`src/rtl/k2_pkg.sv`:
```
// k2_pkg: shared K2 program-store constants and loader state encoding.
// Config macro K2_LOADER_CHECKSUM_EN enables the CHECK/ERROR states in the loader.
`default_nettype none

package k2_pkg;

  localparam int K2_PROG_DEPTH = 16;
  localparam int K2_AW         = 4;
  localparam int K2_IW         = 8;

  typedef enum logic [2:0] {
    ST_IDLE  = 3'd0,
    ST_LOAD  = 3'd1,
    ST_CHECK = 3'd2,
    ST_RUN   = 3'd3,
    ST_ERROR = 3'd4
  } loader_state_t;

endpackage

`default_nettype wire

```
`src/rtl/k2_program_loader_if.sv`:
```
// k2_program_loader_if: byte load stream, fetch port and core-control signals.
// Config macro K2_LOADER_CHECKSUM_EN only changes the meaning of load_err.
`default_nettype none

interface k2_program_loader_if
  import k2_pkg::*;
#(
  parameter int AW = K2_AW,
  parameter int IW = K2_IW
);

  logic          load_req;
  logic [IW-1:0] in_data;
  logic          in_valid;
  logic          in_ready;
  logic [AW-1:0] ProgramAddress;
  logic [IW-1:0] instruction_data;
  logic          core_rst_n;
  logic          loaded;
  logic          load_err;
  logic [AW:0]   word_count;

  modport master (
    output load_req, in_data, in_valid, ProgramAddress,
    input  in_ready, instruction_data, core_rst_n, loaded, load_err, word_count
  );

  modport slave (
    input  load_req, in_data, in_valid, ProgramAddress,
    output in_ready, instruction_data, core_rst_n, loaded, load_err, word_count
  );

endinterface

`default_nettype wire

```
`src/rtl/k2_prog_ram.sv`:
```
// k2_prog_ram: DEPTH x IW program store, async clear, sync write, async read.
// Config macro K2_LOADER_CHECKSUM_EN has no effect on this module.
`default_nettype none

module k2_prog_ram
  import k2_pkg::*;
#(
  parameter int DEPTH = K2_PROG_DEPTH,
  parameter int AW    = K2_AW,
  parameter int IW    = K2_IW
) (
  input  wire logic          clk,
  input  wire logic          rst_n,
  input  wire logic          i_we,
  input  wire logic [AW-1:0] i_waddr,
  input  wire logic [IW-1:0] i_wdata,
  input  wire logic [AW-1:0] i_raddr,
  output logic      [IW-1:0] o_rdata
);

  logic [IW-1:0] r_mem [DEPTH];

  // Reset wipes the whole image so a half-loaded program can never run.
  always_ff @(posedge clk or negedge rst_n) begin
    if (!rst_n) begin
      for (int i = 0; i < DEPTH; i++) begin
        r_mem[i] <= '0;
      end
    end else if (i_we) begin
      r_mem[i_waddr] <= i_wdata;
    end
  end

  assign o_rdata = r_mem[i_raddr];

endmodule

`default_nettype wire

```
`src/rtl/k2_program_loader.sv`:
```
// k2_program_loader: streams a 16-byte program into k2_prog_ram and gates K2 core reset.
// Config macro K2_LOADER_CHECKSUM_EN adds a trailing checksum byte plus CHECK/ERROR states.
`default_nettype none

module k2_program_loader
  import k2_pkg::*;
#(
  parameter int DEPTH = K2_PROG_DEPTH,
  parameter int AW    = K2_AW,
  parameter int IW    = K2_IW
) (
  input wire logic            clk,
  input wire logic            rst_n,
  k2_program_loader_if.slave  bus
);

  localparam logic [AW:0] C_FULL = (AW+1)'(DEPTH);

  loader_state_t r_state;
  logic [AW-1:0] r_ptr;
  logic [AW:0]   r_count;
  logic          r_in_ready;
  logic          r_core_rst_n;
  logic          r_loaded;

  logic w_accept;
  logic w_full;
  logic w_we;
  logic w_enter_load;

  assign w_accept     = bus.in_valid & r_in_ready;
  assign w_full       = (r_count == C_FULL);
  assign w_we         = w_accept & ~w_full;
  assign w_enter_load = bus.load_req &
                        ((r_state == ST_IDLE) || (r_state == ST_RUN) || (r_state == ST_ERROR));

`ifdef K2_LOADER_CHECKSUM_EN
  logic [IW-1:0] r_sum;
  logic [IW-1:0] r_csum;
  logic          r_load_err;

  always_ff @(posedge clk or negedge rst_n) begin
    if (!rst_n) begin
      r_state      <= ST_IDLE;
      r_ptr        <= '0;
      r_count      <= '0;
      r_in_ready   <= 1'b0;
      r_core_rst_n <= 1'b0;
      r_loaded     <= 1'b0;
      r_sum        <= '0;
      r_csum       <= '0;
      r_load_err   <= 1'b0;
    end else if (w_enter_load) begin
      r_state      <= ST_LOAD;
      r_ptr        <= '0;
      r_count      <= '0;
      r_in_ready   <= 1'b1;
      r_core_rst_n <= 1'b0;
      r_loaded     <= 1'b0;
      r_sum        <= '0;
      r_load_err   <= 1'b0;
    end else begin
      case (r_state)
        ST_LOAD: begin
          if (w_accept) begin
            // The byte after a full program is the checksum; it is never stored.
            if (w_full) begin
              r_csum     <= bus.in_data;
              r_in_ready <= 1'b0;
              r_state    <= ST_CHECK;
            end else begin
              r_ptr   <= r_ptr + AW'(1);
              r_count <= r_count + (AW+1)'(1);
              r_sum   <= r_sum + bus.in_data;
            end
          end
        end
        ST_CHECK: begin
          if (r_sum == r_csum) begin
            r_state      <= ST_RUN;
            r_core_rst_n <= 1'b1;
            r_loaded     <= 1'b1;
          end else begin
            r_state    <= ST_ERROR;
            r_load_err <= 1'b1;
          end
        end
        ST_IDLE, ST_RUN, ST_ERROR: begin
          r_state <= r_state;
        end
        default: begin
          r_state <= ST_IDLE;
        end
      endcase
    end
  end

  assign bus.load_err = r_load_err;
`else
  logic w_last;

  assign w_last = (r_ptr == AW'(DEPTH - 1));

  always_ff @(posedge clk or negedge rst_n) begin
    if (!rst_n) begin
      r_state      <= ST_IDLE;
      r_ptr        <= '0;
      r_count      <= '0;
      r_in_ready   <= 1'b0;
      r_core_rst_n <= 1'b0;
      r_loaded     <= 1'b0;
    end else if (w_enter_load) begin
      r_state      <= ST_LOAD;
      r_ptr        <= '0;
      r_count      <= '0;
      r_in_ready   <= 1'b1;
      r_core_rst_n <= 1'b0;
      r_loaded     <= 1'b0;
    end else begin
      case (r_state)
        ST_LOAD: begin
          if (w_accept) begin
            r_ptr   <= r_ptr + AW'(1);
            r_count <= r_count + (AW+1)'(1);
            // Last byte releases the core on the same edge that writes it.
            if (w_last) begin
              r_state      <= ST_RUN;
              r_in_ready   <= 1'b0;
              r_core_rst_n <= 1'b1;
              r_loaded     <= 1'b1;
            end
          end
        end
        ST_IDLE, ST_RUN: begin
          r_state <= r_state;
        end
        default: begin
          r_state <= ST_IDLE;
        end
      endcase
    end
  end

  assign bus.load_err = 1'b0;
`endif

  assign bus.in_ready   = r_in_ready;
  assign bus.core_rst_n = r_core_rst_n;
  assign bus.loaded     = r_loaded;
  assign bus.word_count = r_count;

  k2_prog_ram #(
    .DEPTH (DEPTH),
    .AW    (AW),
    .IW    (IW)
  ) u_ram (
    .clk     (clk),
    .rst_n   (rst_n),
    .i_we    (w_we),
    .i_waddr (r_ptr),
    .i_wdata (bus.in_data),
    .i_raddr (bus.ProgramAddress),
    .o_rdata (bus.instruction_data)
  );

endmodule

`default_nettype wire

```
`src/flat_wrapper.sv`:
```
// flat-port wrapper written by rule: the top's interface ports become plain ports
module k2_program_loader_flat import k2_pkg::*;
#(
  parameter int DEPTH = K2_PROG_DEPTH,
  parameter int AW    = K2_AW,
  parameter int IW    = K2_IW
)
  (clk, rst_n, bus_load_req, bus_in_data, bus_in_valid, bus_ProgramAddress, bus_in_ready, bus_instruction_data, bus_core_rst_n, bus_loaded, bus_load_err, bus_word_count);
  k2_program_loader_if #(.AW(AW), .IW(IW)) bus_i ();
  input wire logic clk;
  input wire logic rst_n;
  input wire logic [$bits(bus_i.load_req)-1:0] bus_load_req;
  input wire logic [$bits(bus_i.in_data)-1:0] bus_in_data;
  input wire logic [$bits(bus_i.in_valid)-1:0] bus_in_valid;
  input wire logic [$bits(bus_i.ProgramAddress)-1:0] bus_ProgramAddress;
  output wire logic [$bits(bus_i.in_ready)-1:0] bus_in_ready;
  output wire logic [$bits(bus_i.instruction_data)-1:0] bus_instruction_data;
  output wire logic [$bits(bus_i.core_rst_n)-1:0] bus_core_rst_n;
  output wire logic [$bits(bus_i.loaded)-1:0] bus_loaded;
  output wire logic [$bits(bus_i.load_err)-1:0] bus_load_err;
  output wire logic [$bits(bus_i.word_count)-1:0] bus_word_count;
  assign bus_i.load_req = bus_load_req;
  assign bus_i.in_data = bus_in_data;
  assign bus_i.in_valid = bus_in_valid;
  assign bus_i.ProgramAddress = bus_ProgramAddress;
  assign bus_in_ready = bus_i.in_ready;
  assign bus_instruction_data = bus_i.instruction_data;
  assign bus_core_rst_n = bus_i.core_rst_n;
  assign bus_loaded = bus_i.loaded;
  assign bus_load_err = bus_i.load_err;
  assign bus_word_count = bus_i.word_count;
  k2_program_loader #(.DEPTH(DEPTH), .AW(AW), .IW(IW)) u_core (.clk(clk), .rst_n(rst_n), .bus(bus_i));
endmodule
```
`config.mk`:
```
export PLATFORM = sky130hd
export DESIGN_NAME = k2_program_loader_flat
export DESIGN_NICKNAME = d
export VERILOG_FILES = /design/src/rtl/k2_pkg.sv /design/src/rtl/k2_program_loader_if.sv /design/src/rtl/k2_prog_ram.sv /design/src/rtl/k2_program_loader.sv /design/src/flat_wrapper.sv
export SDC_FILE = /design/constraint.sdc
export NUM_CORES = 1
export LEC_CHECK = 0
export ABC_AREA = 1
export CELL_PAD_IN_SITES_DETAIL_PLACEMENT = 1
export CELL_PAD_IN_SITES_GLOBAL_PLACEMENT = 2
export CORE_UTILIZATION = 39
export CTS_BUF_LIST = sky130_fd_sc_hd__clkbuf_8 sky130_fd_sc_hd__clkbuf_16
export DETAILED_ROUTE_END_ITERATION = 12
export PLACE_DENSITY_LB_ADDON = 0.1
export SETUP_SLACK_MARGIN = 0.3
export SYNTH_ARGS = -nofsm -noshare
export SYNTH_HDL_FRONTEND = slang
export SYNTH_SLANG_ARGS = --single-unit
```
`constraint.sdc`:
```
create_clock -name clk -period 2.35 [get_ports clk]
set_input_delay 0.47 -clock clk [delete_from_list [all_inputs] [get_ports clk]]
set_output_delay 0.47 -clock clk [all_outputs]
set_load 0.005 [all_outputs]
```
# After elaboration in Yosys (flattened, before gate mapping)
# Cells that the tools add are included.
totals:
  output_inout_bits: 17
  inputBits: 16
  word_cells: 75
  register_bits: 142
op_classes:
  reduce_logical: 11
  bitwise: 6
  magnitude_cmp: 3
  mux: 24
  n_addsub: 2
  eq_ne: 8
ops:
  columns: ["cell", "n"]
  rows:
  - ["128-bit bitwise mux", 1]
  - ["8-bit binary-select mux with 4-bit select", 1]
  - ["8-bit demux with 4-bit select", 1]
  - ["8-bit 2-to-1 mux", 3]
  - ["5-bit 2-to-1 mux", 3]
  - ["4-bit 2-to-1 mux", 3]
  - ["5-bit >= comparator, second input constant", 2]
  - ["4-bit inverter with 5-bit output", 2]
  - ["3-bit 2-to-1 mux", 3]
  - ["1-bit 2-to-1 mux", 8]
  - ["3-bit by 1-bit inequality test with 1-bit output, second input constant", 2]
  - ["3-bit case mux with 2 select lines", 1]
  - ["3-bit AND reduction", 2]
  - ["2-bit nonzero test", 3]
  - ["5-bit by 1-bit adder with 5-bit output, second input constant", 1]
  - ["5-bit equality test, second input constant", 1]
  - ["5-bit by 1-bit < comparator with 1-bit output, second input constant", 1]
  - ["4-bit by 1-bit adder with 4-bit output, second input constant", 1]
  - ["4-bit equality test, second input constant", 1]
  - ["1-bit AND", 3]
  - ["3-bit by 1-bit equality test with 1-bit output, second input constant", 1]
  - ["3-bit by 2-bit equality test with 1-bit output, second input constant", 1]
  - ["3-bit equality test, second input constant", 1]
  - ["3-bit logical NOT", 1]
  - ["other kinds (6)", 7]

# Depth between registers and ports, before layout
depth:
  depth_word: 6
  ltp_mapped: 8
  mapped_depth_nobuf: 8

# Hierarchy
# A second synthesis with hierarchy kept.
hier_totals:
  hier_cells: 944
  hier_area_um2: 7033.0
by_module_without_submodules:
  columns: ["module", "area_each_um2", "instances", "seq_area_each_um2", "cells_per_inst"]
  rows:
  - ["k2_prog_ram", 6271.0, 1, 3203.1, 850]
  - ["k2_program_loader", 762.0, 1, 325.3, 94]

# Worst setup path before layout
# No wires, ideal clock.
synth_timing:
  path_type: "input to output"
  from: "input bus_ProgramAddress[2]"
  to: "output bus_instruction_data[0]"
  path_stages: 6
  t_required_ns: 1.880
  arrival_time_ns: 1.259
  setup_slack_ns: 0.621
  n_path_buf: 2
  cell_sequence: "buf_2 inv_1 clkbuf_1 nand3_1 nand3_1 nand2_1"
synth_between:
  elab_chain_cells: 4
synth_rtl:
  columns: ["item", "line_no", "rtl"]
  rows:
  - ["start: declaration", "flat_wrapper.sv:15", "input wire logic [$bits(bus_i.ProgramAddress)-1:0] bus_ProgramAddress;"]
  - ["4-bit inverter with 5-bit output (implied by the code)", "k2_prog_ram.sv:34", "assign o_rdata = r_mem[i_raddr];"]
  - ["8-bit binary-select mux with 4-bit select", "k2_prog_ram.sv:34", null]
  - ["8-bit 2-to-1 mux (implied by the code) (2 in a row)", "k2_prog_ram.sv:34", null]
  - ["end: declaration", "flat_wrapper.sv:17", "output wire logic [$bits(bus_i.instruction_data)-1:0] bus_instruction_data;"]
# No other way between the ends. The select of a mux whose other input is x is not followed.

# Worst setup path in the final report
layout_timing:
  from: "input bus_ProgramAddress[1]"
  to: "output bus_instruction_data[0]"
# Same word-level chain as after synthesis.

==> impl_metrics.py <==
metrics = {
    "die": {
        "die_y_um": 137.9,
        "initial_utilization": 0.3997,
        "dieArea_sq_um": 19020,
        "ioPinCount": 33,
        "rows": 49,
        "coreArea_sq_um": 18020,
        "die_w_um": 137.9,
    },
    "yosys": {
        "seq_area_frac_synth": 0.4898,
        "postSynthNetCount": 955,
        "synth_cell_types": 26,
        "syn-instance-count": 932,
        "ys_ff_latch": 141,
        "yosysWarningCount": 0,
        "syn_area_per_cell_sq_um": 7.730,
        "syn-cell-area_sq_um": 7204,
    },
    "worst_setup_path": {
        "cp-end-kind": "output port",
        "required_ns": 1.88,
        "slowest_stage": "dlygate4sd2_1",
        "critPathMaxFanout": 6,
        "cpPeakStageDelay_ns": 0.26,
        "crit_top_cell": "nand3_1",
        "crit_chain": "buf_4 -> clkinv_4 -> buf_4 -> buf_16 -> nand3_1 -> nand3_1 -> nand3_1 -> nand2_1 -> dlygate4sd2_1",
        "crit_type": "in2out",
        "cp-start-kind": "input port",
        "arrival_ns": 1.56,
    },
    "final_layout": {
        "final_nets": 989,
        "finalNonFillerCells": 1208,
        "syn_to_final_growth_pct": 21.40,
        "diodes": 0,
        "layout_common_cells": "nand2_1, dfrtp_1, inv_1",
        "utilization": 0.4852,
        "final_common_cell": "nand2_1",
        "drive_gt1_frac": 0.1287,
    },
    "route": {
        "wl_per_cell_um": 18.26,
        "wl_um": 22060,
        "top_layer": "met4",
        "num_vias": 6231,
        "drt.antenna.violating_nets": 0,
        "drtIter0Drc": 378,
        "wl_met3_um": 545,
        "drc": 0,
        "dr.pass1.iters": 5,
        "wl_met1_um": 9570,
        "dr_wl_met2_um": 11350,
        "viasPerCell": 5.158,
    },
    "timing": {
        "timing.hold.ws_ns": 0.01314,
        "final-max-slew-violation-count": 0,
        "fmax_mhz": 491.8,
        "hold_violations": 0,
        "period_share": 0.8652,
        "tightest_slew_ns": 0.6727,
        "fin_skew_ns": 0.008277,
        "final.min_clock_period_ns": 2.033,
        "setup_violations": 0,
        "relSlewSlack": 0.5510,
        "rsz0062_at_grt": "yes",
    },
    "global_route": {
        "grt_max_degree": 56,
        "grt_pass1_vias": 6667,
        "grt_pass1_wl_um": 36050,
        "grtUsageTotal": 0.2568,
        "antenna_found_initial": 0,
        "grt-ovfl-total": 0,
    },
    "power_and_ir_drop": {
        "vdd_drop_max_v": 0.0007829,
        "power.leakage_nw": 4.160,
        "total_power_w": 0.007692,
        "p_per_area_nw_per_um2": 879.5,
    },
    "cts": {
        "htreeDepth": 4,
        "numCtsBuffers": 17,
        "hold_buffers": 0,
        "cts_root_buf": "clkbuf_16",
        "cts_buffer_depth": 2,
        "clkTransAtPathRegs_ns": 0.06,
        "clk_latency_ns": 0.42,
        "clock_sinks": 141,
        "cts_tree": "built",
    },
    "run": {
        "maxCapViolCount": 0,
    },
    "worst_hold_path": {
        "holdCritPathClass": "in2async",
    },
    "placement": {
        "place_hpwl_um": 14670,
        "placedCellCount": 1168,
        "port_buffers": 31,
        "place_congestion": 0.8081,
    },
    "outcome": {
        "status": "finished, final reports clean",
    },
}
## worst paths after layout
check	start	end	slack (ns)	depth (start not counted)
setup / recovery	bus_ProgramAddress[1]	bus_instruction_data[0]	0.32	9
hold / removal	rst_n	u_core.u_ram.r_mem[60]	0.01	1
setup reg to reg	u_core.bus.word_count[0]	u_core.u_ram.r_mem[83]	0.51	7
hold reg to reg	u_core.u_ram.r_mem[70]	u_core.u_ram.r_mem[70]	0.48	2
max in group asynchronous	rst_n	u_core.u_ram.r_mem[87]	1.60	2
min in group clk	u_core.u_ram.r_mem[70]	u_core.u_ram.r_mem[70]	0.48	2
## sequential cells by signal, indices dropped and copies added (netlist names)
signal / cells
u_core.r_ptr: 4
u_core.u_ram.r_mem: 128
u_core.bus.word_count: 5
u_core.bus.in_ready: 1
u_core.bus.loaded: 1
u_core.r_state: 2
## worst max-delay path: cells and delay by family
kind	cells	cell delay (ns)
buffers and inverters	5	0.77
and+or+nand+nor	4	0.32
## layout make-up
cell class / count / area, sq um
sequential: 141 / 3528
multi-input combinational: 610 / 2984
inverter: 129 / 504.2
clock buffer: 20 / 466.7
tap: 229 / 286.5
clock inverter: 12 / 135.1
fill: 2211 / 9279
timing repair buffer: 67 / 840.8
## stage by stage
stage	worst slack (ns)	cell area, sq um	TNS (ns)
final	0.3168	8746	0
after global routing	0.2320	8746	0
after CTS	0.2912	8710	0
after detailed placement	-0.3817	7801	-2.668
after global placement	-0.3349	7801	-2.339
after floorplan	0.6207	7204	0
## timing repair
item | 4_1_cts | 5_1_grt
pin swaps | 5 | 1
resized for setup | 53 | 24
endpoints found under the setup margin | 8 | 12
buffers inserted | 3 | 0
cloned | 5 | 0
## where the power goes
group	internal, W	switching, W
Clock	0.00166	0.00112
Sequential	0.00285	0.000258
Combinational	0.000695	0.00111
## synth_stat cells, drive strengths merged
cell type	count	share of area
nand4	5	0.0069
nor2	25	0.014
nand3	118	0.10
conb	1	0.00052
xnor2	1	0.0012
inv	129	0.068
ha	7	0.012
a21oi	3	0.0021
buf	36	0.036
nor3	4	0.0028
clkbuf	16	0.0083
nand2	309	0.16
dfrtp	141	0.49
o21ai	137	0.095
## logic make-up after synthesis
logic type      synth area share
other cells            0.0005205
buf+inv                   0.1118
xor+xnor                0.001216
simple gates              0.2873
compound gates           0.09726
flops                     0.4898
fa+ha+maj                0.01216
## metal layers
| metal | GRT usage | vias up |
|---|---|---|
| met4 | 0.09360 | 0 |
| met3 | 0.05080 | 33 |
| met1 | 0.3140 | 3121 |
| met2 | 0.4461 | 84 |
| met5 | 0 | - |
| li1 | - | 2993 |
(Power assumes the default switching activity.)
==> edit, RTL diff (config.mk and constraints unchanged) <==
The option `K2_LOADER_CHECKSUM_EN` is turned on by a define.
--- a/src/rtl/k2_program_loader.sv
+++ b/src/rtl/k2_program_loader.sv
@@ -1,6 +1,8 @@
 // k2_program_loader: streams a 16-byte program into k2_prog_ram and gates K2 core reset.
 // Config macro K2_LOADER_CHECKSUM_EN adds a trailing checksum byte plus CHECK/ERROR states.
 `default_nettype none
+
+`define K2_LOADER_CHECKSUM_EN
 
 module k2_program_loader
   import k2_pkg::*;
Behaviour: no difference found for any inputs over 4 cycles, from zero or initial values and one cycle with rst_n low; that may be too few to reach the edited logic, so the function may still have changed.
==> edit against the unedited design <==
- the run now ends with negative hold slack left
- sequential share of layout area is 0.77 points lower
- setup slack worse by 0.038 ns
- clock power is essentially flat
- cell area rose by 15%
- area after synthesis is 14% higher
- wire length is 15% higher
- sequential cell count is 18 higher
- register-to-register slack worse by 0.06 ns
- total power rose by 24%
- critical path depth fell by 3
- via count grew 9.3%
- cell count grew 7.4%
- largest power group unchanged
==> edit: results (changes against the unedited design) <==
set qor(run_status) {finished with violations}
set qor(violations_in_the_final_reports) {negative hold slack}
set qor(drt_first_pass_iters) 4 ;# -1
set qor(synthTopCellsByCount) {nand2_1 (246), dfrtp_1 (159), inv_1 (102)}
set qor(synthesis.area_per_instance_um2) 8.68 ;# +12%
set qor(post-place-cells) 1245 ;# +6.6%
set qor(mappedNetlistNets) 973 ;# +1.9%
set qor(m1_wire_length_um) 11400 ;# +19%
set qor(place.gp.congestion) 0.844 ;# +4.5%
set qor(drt-total-wl_um) 25400 ;# +15%
set qor(whs_ns) -0.0111 ;# -0.0242 ns
set qor(cellLeakagePower_nw) 4.67 ;# +12%
set qor(detail_route.wl_per_cell_um) 19.6 ;# +7.5%
set qor(slew-limit-headroom) 0.633 ;# +0.0825
set qor(gr-usage-all-layers) 0.251 ;# -0.00584
set qor(hold_violations) 5 ;# +5
set qor(met2_wl_um) 13000 ;# +14%
set qor(grt_pass1_wl_um) 41000 ;# +14%
set qor(grt_util_met3) 0.0370 ;# -0.0138
set qor(clock_skew_ns) 0.00794 ;# -0.000336 ns
set qor(worstSkewPairLatency_ns) 0.44 ;# +0.02 ns
set qor(final_nets) 1044 ;# +5.6%
set qor(vias_in_the_first_global_route) 7276 ;# +9.1%
set qor(met2_track_demand_over_resource_in_global_routing) 0.429 ;# -0.0174
set qor(drt_iter0_markers) 345 ;# -8.7%
set qor(worstPathArrival_ns) 1.60 ;# +0.04 ns
set qor(pre_cts_slack_ns) -0.197 ;# +0.185 ns
set qor(detailed_place.area_mm2) 0.00904 ;# +16%
set qor(port_buffers) 32 ;# +3.2%
set qor(grt_start_max_net_pins) 54 ;# -3.6%
set qor(crit_path_max_fanout) 8 ;# +2
==> edit: cell count changes after synthesis, moves of 32 or more <==
cell / before / now
nand2_1: 307 / 246
o21ai_1: 81 / 36
nand3_1: 107 / 65
o21ai_2: 0 / 65
a21oi_1: 3 / 41
o211ai_1: 0 / 32
==> edit: final timing paths <==
check	slack (ns)	from	cells past startpoint	endpoint
worst max-delay path	0.28	bus_ProgramAddress[2]	6	bus_instruction_data[3]
min in group clk	0.48	u_core.u_ram.r_mem[27]	2	u_core.u_ram.r_mem[27]
max in group asynchronous	1.67	rst_n	2	u_core.u_ram.r_mem[96]
worst min register to register	0.48	u_core.u_ram.r_mem[27]	2	u_core.u_ram.r_mem[27]
worst max register to register	0.45	u_core.bus.word_count[0]	8	u_core.u_ram.r_mem[96]
worst min-delay path	-0.01	rst_n	1	u_core.u_ram.r_mem[21]
==> edit: logic make-up (layout without fill, tap and decap cells) <==
family | count (synthesis) | count (layout) | share of synthesized area
and+or+nand+nor | 349 | 349 | 0.201
AOI/OAI and AO/OA | 254 | 254 | 0.196
buffers and inverters | 160 | 244 | 0.0874
DFF | 159 | 159 | 0.486
adders and majority gates | 14 | 14 | 0.0223
xor gates and xnor gates | 7 | 7 | 0.00749
==> edit: area by class of cell <==
cell class	count	area [um2]
tap	270	338
clock inverter	15	169
fill	2398	10400
timing repair buffer	107	1090
clock buffer	17	425
sequential	159	3980
inverter	105	400
multi-input combinational	624	3650
==> edit: what timing repair did <==
item,CTS,global route
setup endpoints to repair,8,33
resized for setup,74,12
hold buffers,0,0
pin swaps,21,14
setup buffers,7,10
gates cloned,3,0
==> edit: power by group <==
group / switching (mW) / internal (mW) / total (mW)
sequential: 0.441 / 3.35 / 3.79
clock: 1.33 / 1.43 / 2.77
combinational: 1.79 / 1.21 / 3.00
